## src/rtl/alu_pkg.sv

```systemverilog
// Shared ALU definitions: datapath width and divider state encoding.
package alu_pkg;

   localparam int DATA_W = 32;

   typedef enum logic [1:0] {IDLE, RUN, DONE} div_state_t;

endpackage

```

## src/rtl/div_step.sv

```systemverilog
// One restoring-division step: trial-subtract the divisor from the partial
// remainder and keep the difference only when it does not go negative.
module div_step
   import alu_pkg::*;
#(
   parameter int WIDTH = DATA_W
) (
   input  logic [WIDTH:0]   partial,
   input  logic [WIDTH-1:0] divisor,
   output logic [WIDTH-1:0] rem_next,
   output logic             q_bit
);

   // partial - divisor as partial + ~{0,divisor} + 1. Because the partial
   // remainder is always below 2*divisor, the difference fits in WIDTH+1
   // signed bits, so its top bit is exactly the borrow.
   logic [WIDTH:0] trial;

   assign trial    = partial + {1'b1, ~divisor} + {{WIDTH{1'b0}}, 1'b1};
   assign q_bit    = ~trial[WIDTH];
   // A kept difference is below the divisor, and a restored partial is too,
   // so dropping the top bit never loses information.
   assign rem_next = q_bit ? trial[WIDTH-1:0] : partial[WIDTH-1:0];

endmodule

```

## src/rtl/seq_divider.sv

```systemverilog
// Iterative unsigned restoring divider: one quotient bit per clock with a
// start/busy/done handshake. Divide-by-zero finishes immediately.
module seq_divider
   import alu_pkg::*;
#(
   parameter  int WIDTH = DATA_W,
   localparam int CNT_W = $clog2(WIDTH + 1)
) (
   input  logic             clk,
   input  logic             reset,
   input  logic             start,
   input  logic [WIDTH-1:0] dividend,
   input  logic [WIDTH-1:0] divisor,
   output logic             busy,
   output logic             done,
   output logic [WIDTH-1:0] quotient,
   output logic [WIDTH-1:0] remainder,
   output logic             div_by_zero
);

   div_state_t       state, state_n;
   logic [CNT_W-1:0] cnt, cnt_n;
   logic [WIDTH-1:0] rem_r, rem_n;     // running partial remainder
   logic [WIDTH-1:0] shift_r, shift_n; // dividend bits out of the top, quotient bits in at the bottom
   logic [WIDTH-1:0] dvsr_r, dvsr_n;
   logic             busy_n, done_n, dbz_n;
   logic [WIDTH-1:0] quo_n, remd_n;

   logic [WIDTH-1:0] step_rem;
   logic             step_q;
   logic             last_step;

   div_step #(.WIDTH(WIDTH)) u_step (
      .partial  ({rem_r, shift_r[WIDTH-1]}),
      .divisor  (dvsr_r),
      .rem_next (step_rem),
      .q_bit    (step_q)
   );

   assign last_step = (cnt == CNT_W'(WIDTH - 1));

   // Next-state and next-output decode; everything is registered below so
   // no input reaches an output combinationally.
   always_comb begin
      state_n = state;
      cnt_n   = cnt;
      rem_n   = rem_r;
      shift_n = shift_r;
      dvsr_n  = dvsr_r;
      busy_n  = busy;
      done_n  = 1'b0;
      dbz_n   = 1'b0;
      quo_n   = quotient;
      remd_n  = remainder;
      case (state)
         RUN: begin
            rem_n   = step_rem;
            shift_n = {shift_r[WIDTH-2:0], step_q};
            cnt_n   = cnt + CNT_W'(1);
            if (last_step) begin
               state_n = DONE;
               busy_n  = 1'b0;
               done_n  = 1'b1;
               quo_n   = {shift_r[WIDTH-2:0], step_q};
               remd_n  = step_rem;
            end
         end
         default: begin
            // IDLE and DONE accept a new request identically, which is what
            // allows back-to-back divisions without a dead cycle.
            state_n = IDLE;
            busy_n  = 1'b0;
            if (start) begin
               if (divisor != '0) begin
                  state_n = RUN;
                  busy_n  = 1'b1;
                  rem_n   = '0;
                  shift_n = dividend;
                  dvsr_n  = divisor;
                  cnt_n   = '0;
               end else begin
                  state_n = DONE;
                  done_n  = 1'b1;
                  dbz_n   = 1'b1;
                  quo_n   = '1;
                  remd_n  = dividend;
               end
            end
         end
      endcase
   end

   // State, datapath and output registers; reset discards any partial result.
   always_ff @(posedge clk or posedge reset) begin
      if (reset) begin
         state       <= IDLE;
         cnt         <= '0;
         rem_r       <= '0;
         shift_r     <= '0;
         dvsr_r      <= '0;
         busy        <= 1'b0;
         done        <= 1'b0;
         div_by_zero <= 1'b0;
         quotient    <= '0;
         remainder   <= '0;
      end else begin
         state       <= state_n;
         cnt         <= cnt_n;
         rem_r       <= rem_n;
         shift_r     <= shift_n;
         dvsr_r      <= dvsr_n;
         busy        <= busy_n;
         done        <= done_n;
         div_by_zero <= dbz_n;
         quotient    <= quo_n;
         remainder   <= remd_n;
      end
   end

endmodule

```

## config.mk

```make
export PLATFORM = sky130hd
export DESIGN_NAME = seq_divider
export DESIGN_NICKNAME = d
export VERILOG_FILES = /design/src/rtl/alu_pkg.sv /design/src/rtl/div_step.sv /design/src/rtl/seq_divider.sv
export SDC_FILE = /design/constraint.sdc
export NUM_CORES = 1
export LEC_CHECK = 0
export ABC_AREA = 0
export BUFFER_PORTS_ARGS = -buffer_cell sky130_fd_sc_hd__buf_2
export CELL_PAD_IN_SITES_DETAIL_PLACEMENT = 1
export CELL_PAD_IN_SITES_GLOBAL_PLACEMENT = 1
export CORE_MARGIN = 2
export CORE_UTILIZATION = 30
export CTS_CLUSTER_DIAMETER = 80
export DETAILED_ROUTE_END_ITERATION = 10
export PLACE_DENSITY = 0.64
export SLEW_MARGIN = 10
export SYNTH_ARGS = -nofsm -noshare
export SYNTH_HDL_FRONTEND = slang
export SYNTH_SLANG_ARGS = --single-unit
```

## constraint.sdc

```tcl
create_clock -name clk -period 12.45 [get_ports clk]
set_input_delay 1.245 -clock clk [delete_from_list [all_inputs] [get_ports clk]]
set_output_delay 1.245 -clock clk [all_outputs]
set_load 0.1 [all_outputs]
```

# --- Word level (Yosys, flattened, before mapping) ---
# Cells that the tools add are included.
op_classes:
  n_addsub: 3
  n_mul: 0
  div_mod_pow: 0
  magnitude_cmp: 0
  n_eq_ne: 4
  shift: 0
  n_mux: 31
  bitwise: 3
  n_reduce_logical: 6
op_table:
  columns: ["operator", "n"]
  rows:
  - ["$mux W32", 15]
  - ["$add A33 B1 Y33 const B", 1]
  - ["$add A33 B33 Y33", 1]
  - ["$not A32 Y32", 1]
  - ["$reduce_bool A32 Y1", 1]
  - ["$mux W6", 3]
  - ["$mux W1", 9]
  - ["$mux W2", 4]
  - ["$add A6 B1 Y6 const B", 1]
  - ["$eq A6 B5 Y1 const B", 1]
  - ["$reduce_and A3 Y1", 2]
  - ["$reduce_bool A2 Y1", 2]
  - ["$eq A2 B1 Y1 const B", 1]
  - ["$ne A2 B1 Y1 const B", 1]
  - ["$ne A2 B2 Y1 const B", 1]
  - ["$not A1 Y1", 2]
  - ["$reduce_and A2 Y1", 1]
totals:
  regBits: 171
  latch_bits: 0
  ram_bits: 0
  rom_bits: 0
  inputBits: 67
  output_inout_bits: 67
  memories: 0

# --- Depth between registers and ports, before layout ---
logic_depth:
  depth_word: 6
  ltp_mapped: 14

# --- Cells and area by module ---
# A second synthesis with hierarchy kept.
hier_totals:
  cells_unflattened: 885
  hier_area_um2: 9320.2
by_module_without_submodules:
  columns: ["module", "n_inst", "cells_each", "area_per_inst_um2"]
  rows:
  - ["seq_divider", 1, 580, 6961.7]
  - ["div_step", 1, 305, 2358.5]

# --- Worst setup path before layout ---
# Ideal clock, no wire load.
synth_timing:
  path_type: "input-to-reg"
  from: "in divisor[20]"
  to: "reg remainder[1]"
  arrival_ns: 2.913
  required_time_ns: 12.315
  path_slack_ns: 9.402
  path_stages: 8
  path_cell_list: "nor4_1 -> nand4_1 -> nor3_1 -> nor2_1 -> clkbuf_1 -> clkbuf_1 -> a21oi_1 -> o21ai_0"
synth_between:
  elab_chain_len: 3
synth_lines:
  columns: ["item", "line", "text"]
  rows:
  - ["start, declared", "seq_divider.sv:13", "input logic [WIDTH-1:0] divisor,"]
  - ["$reduce_bool A32 Y1", "seq_divider.sv:74", "if (divisor != '0) begin"]
  - ["$ne A2 B1 Y1 (no source line)", null, null]
  - ["$reduce_and A3 Y1 (no source line)", null, null]
  - ["end signal, assigned", "seq_divider.sv:116", "remainder <= remd_n;"]
  - ["end, declared", "seq_divider.sv:17", "output logic [WIDTH-1:0] remainder,"]
# Every way passes these cells.
# A chain may end at the register's enable or synchronous reset.

# --- Worst setup path after layout ---
layout_timing:
  from: "in divisor[29]"
  to: "reg remainder[15]"
# The elaborated chain is that of the path after synthesis.

==> run metrics <==
status=finished clean; DP Area=0.01029 mm2; Hold Vio Cnt, Final=0; number of synthesis warnings=0; Main synth FF type=dfrtp_1; Setup WS post-layout=8.374 ns; fmax=0.2454 GHz; wire per inst=18.39 um; CTS tree=done; pre-CTS WS=7.640 ns; # hold bufs at CTS=0; first-pass GRT wire length=44.39 mm; #FFs+latches synth=170; final worst path period share=0.3274; Placed Cells=1471; Cell Pwr Density=249.0 mW/mm2; Min-Delay Path Class=reg -> reg; Max-Cap Viols=0; proportion of layout cells with a drive suffix above 1=0.2105; leakage=5.119 nW; syn_nets=1093; chip width=179.7 um; setup TNS=0 ns; Worst Path Required=12.82 ns; number of buffers created by CTS=17; clk_lat worst skew=0.43 ns; pin count of the biggest net entering global routing=107; Distinct cells, synth=68; initial cell density of the core=0.3035; Peak VDD IR=0.1467 mV; Yosys top cell area share=0.4594; Mean Syn Cell Area=9.335 um2; gr ovfl total=0; Die H=179.7 um; H-tree Lvls=4; clock root cell=clkbuf_16; CP Data Arrival Time=4.44 ns; Post-synth ARST share=1.000; Final ANT Viol Nets=0; Antenna diodes=0; Worst Skew=0.01361 ns; Tot GR Track Use=0.1715; Yosys top cell by area=dfrtp_1; synth top area cells=dfrtp_1 (46%), mux2i_1 (4.5%), ha_1 (4.5%); fin area=0.01089 mm2; CTS Sinks=170; Worst Path Max Fanout=33; Area growth syn-to-layout=17.63%; Detailed Route Iter0 Violations=382; final net count=1195; DR vias=7552; Finished Layout Cells=1503; hpwl dp=20.69 mm; Port Buffer Count=133; cells after synthesis=992; antenna violations before repair=0; # resized after CTS=0; Post-CTS Setup Inserts=0; vias in the first global route=7706; CP Capture Type=register; total length of routed wires=27.64 mm; register area share after synthesis=0.4594; Rows=64; WS Path Type=in -> reg; Max Root-Sink Buffers=2; Routability Congestion=0.8456; final setup vio count=0; Rel. slew slack=0.2237; DRT Pass-1 Iters=4; clock-pin slew on the worst setup and hold paths=0.07 ns; vias per std cell=5.025; unrepaired setup endpoints after global routing=no; top-level port count=134; synthesized area=0.009260 mm2; Post-synth EDFFs=0; crit path time final=4.076 ns; Slew Limit Fails=0; Core Area=0.03051 mm2; DRC violations left=0; slew at the pin closest to its max-slew limit=1.164 ns; die area=0.03229 mm2; crit start category=input pin
-- through the flow --
step | utilization | total power [mW] | hold slack (ns)
finish | 0.3570 | 2.712 | 0.4895
global route | 0.3570 | 2.920 | 0.5282
CTS | 0.3570 | 2.732 | 0.4964
detailed placement | 0.3374 | 2.175 | 0.4792
global placement | 0.3374 | 2.146 | 0.4807
floorplan | - | 1.832 | 0.4666
-- critical path, stage by stage --
cell     delay (ns)
buf_2          0.14
nor4_1         0.64
nand4_1        0.48
nor3_2         0.30
buf_4          0.38
nor2_2         0.13
buf_4          0.29
inv_2          0.41
o21ai_0        0.16
a21oi_1        0.15
a21o_1         0.10
-- state kept, by name, summed over array words and instances, names as in the netlist --
signal / flops
shift_r: 32
dvsr_r: 32
div_by_zero: 1
cnt: 6
quotient: 32
rem_r: 32
remainder: 32
state: 2
done: 1
-- final cells by class --
type / instances / area, um2
fillers: 3561 / 19620
well taps: 396 / 495.5
clock buffers: 17 / 425.4
multi-input cells: 717 / 4629
repair buffers: 142 / 733.2
flip-flops and latches: 170 / 4254
clock inverters: 15 / 175.2
inverters: 46 / 180.2
-- cell usage after synthesis, drive strengths merged, types with 2 or more instances --
master   instances
ha              33
a21boi           2
nor3            39
nor2            94
and2             8
a221oi           2
a211oi           3
o21ai          109
and4             2
clkbuf          40
xor2            10
buf             19
nand2           72
mux2            33
o21bai           9
o2111ai          3
nand3           24
nor2b            8
o31ai            3
a21o            18
a31oi           12
and3            31
nand3b           2
a21oi           77
a311oi           2
or3             10
nand2b           4
a32oi            2
nand4            8
o21a             4
nor4             9
o211ai          10
mux2i           42
inv             46
xnor2           17
dfrtp          170
-- layer usage --
layer	wire, um	global-route usage
met1	14170	0.2521
met2	12290	0.2651
met3	939	0.02938
met4	244	0.03447
met5	0	0
-- cell usage in the layout (no fill, tap or decap), drive strengths merged, types with 3 or more instances in the layout --
| cell | count |
|---|---|
| mux2i | 42 |
| xnor2 | 17 |
| or3 | 10 |
| ha | 33 |
| nand4 | 8 |
| o211ai | 10 |
| nor4 | 9 |
| nor2b | 8 |
| a21oi | 77 |
| o31ai | 3 |
| o21ai | 109 |
| o2111ai | 3 |
| o21a | 4 |
| and3 | 31 |
| clkbuf | 17 |
| and2 | 8 |
| dfrtp | 170 |
| nor3 | 39 |
| a211oi | 3 |
| nand3 | 24 |
| nor2 | 94 |
| nand2b | 4 |
| clkinv | 4 |
| mux2 | 33 |
| nand2 | 72 |
| xor2 | 10 |
| buf | 142 |
| a21o | 18 |
| inv | 54 |
| o21bai | 9 |
| a31oi | 12 |
-- path summary, 6_finish.rpt --
kind	startpoint	end	slack [ns]	cells after the start
min	remainder[2]	remainder[2]	0.49	1
max in group asynchronous	reset	rem_r[10]	9.94	3
min reg2reg	remainder[2]	remainder[2]	0.49	1
min in group asynchronous	reset	quotient[6]	1.03	2
max reg2reg	shift_r[31]	rem_r[23]	8.66	14
max	divisor[29]	remainder[15]	8.37	11
-- cell families after synthesis --
| group | synth area share |
|---|---|
| adder cells (fa/ha/maj) | 0.04675 |
| buffers and inverters | 0.04648 |
| multiplexers | 0.08553 |
| flip-flops | 0.4594 |
| AND/OR/NAND/NOR | 0.1616 |
| AO/OA/AOI/OAI | 0.1747 |
| XOR/XNOR | 0.02554 |
-- power breakdown --
| group | internal, mW | switching, mW |
|---|---|---|
| clock | 0.288 | 0.257 |
| sequential | 0.679 | 0.114 |
| combinational | 0.507 | 0.869 |
No activity file was read; power rests on OpenSTA's default activity.
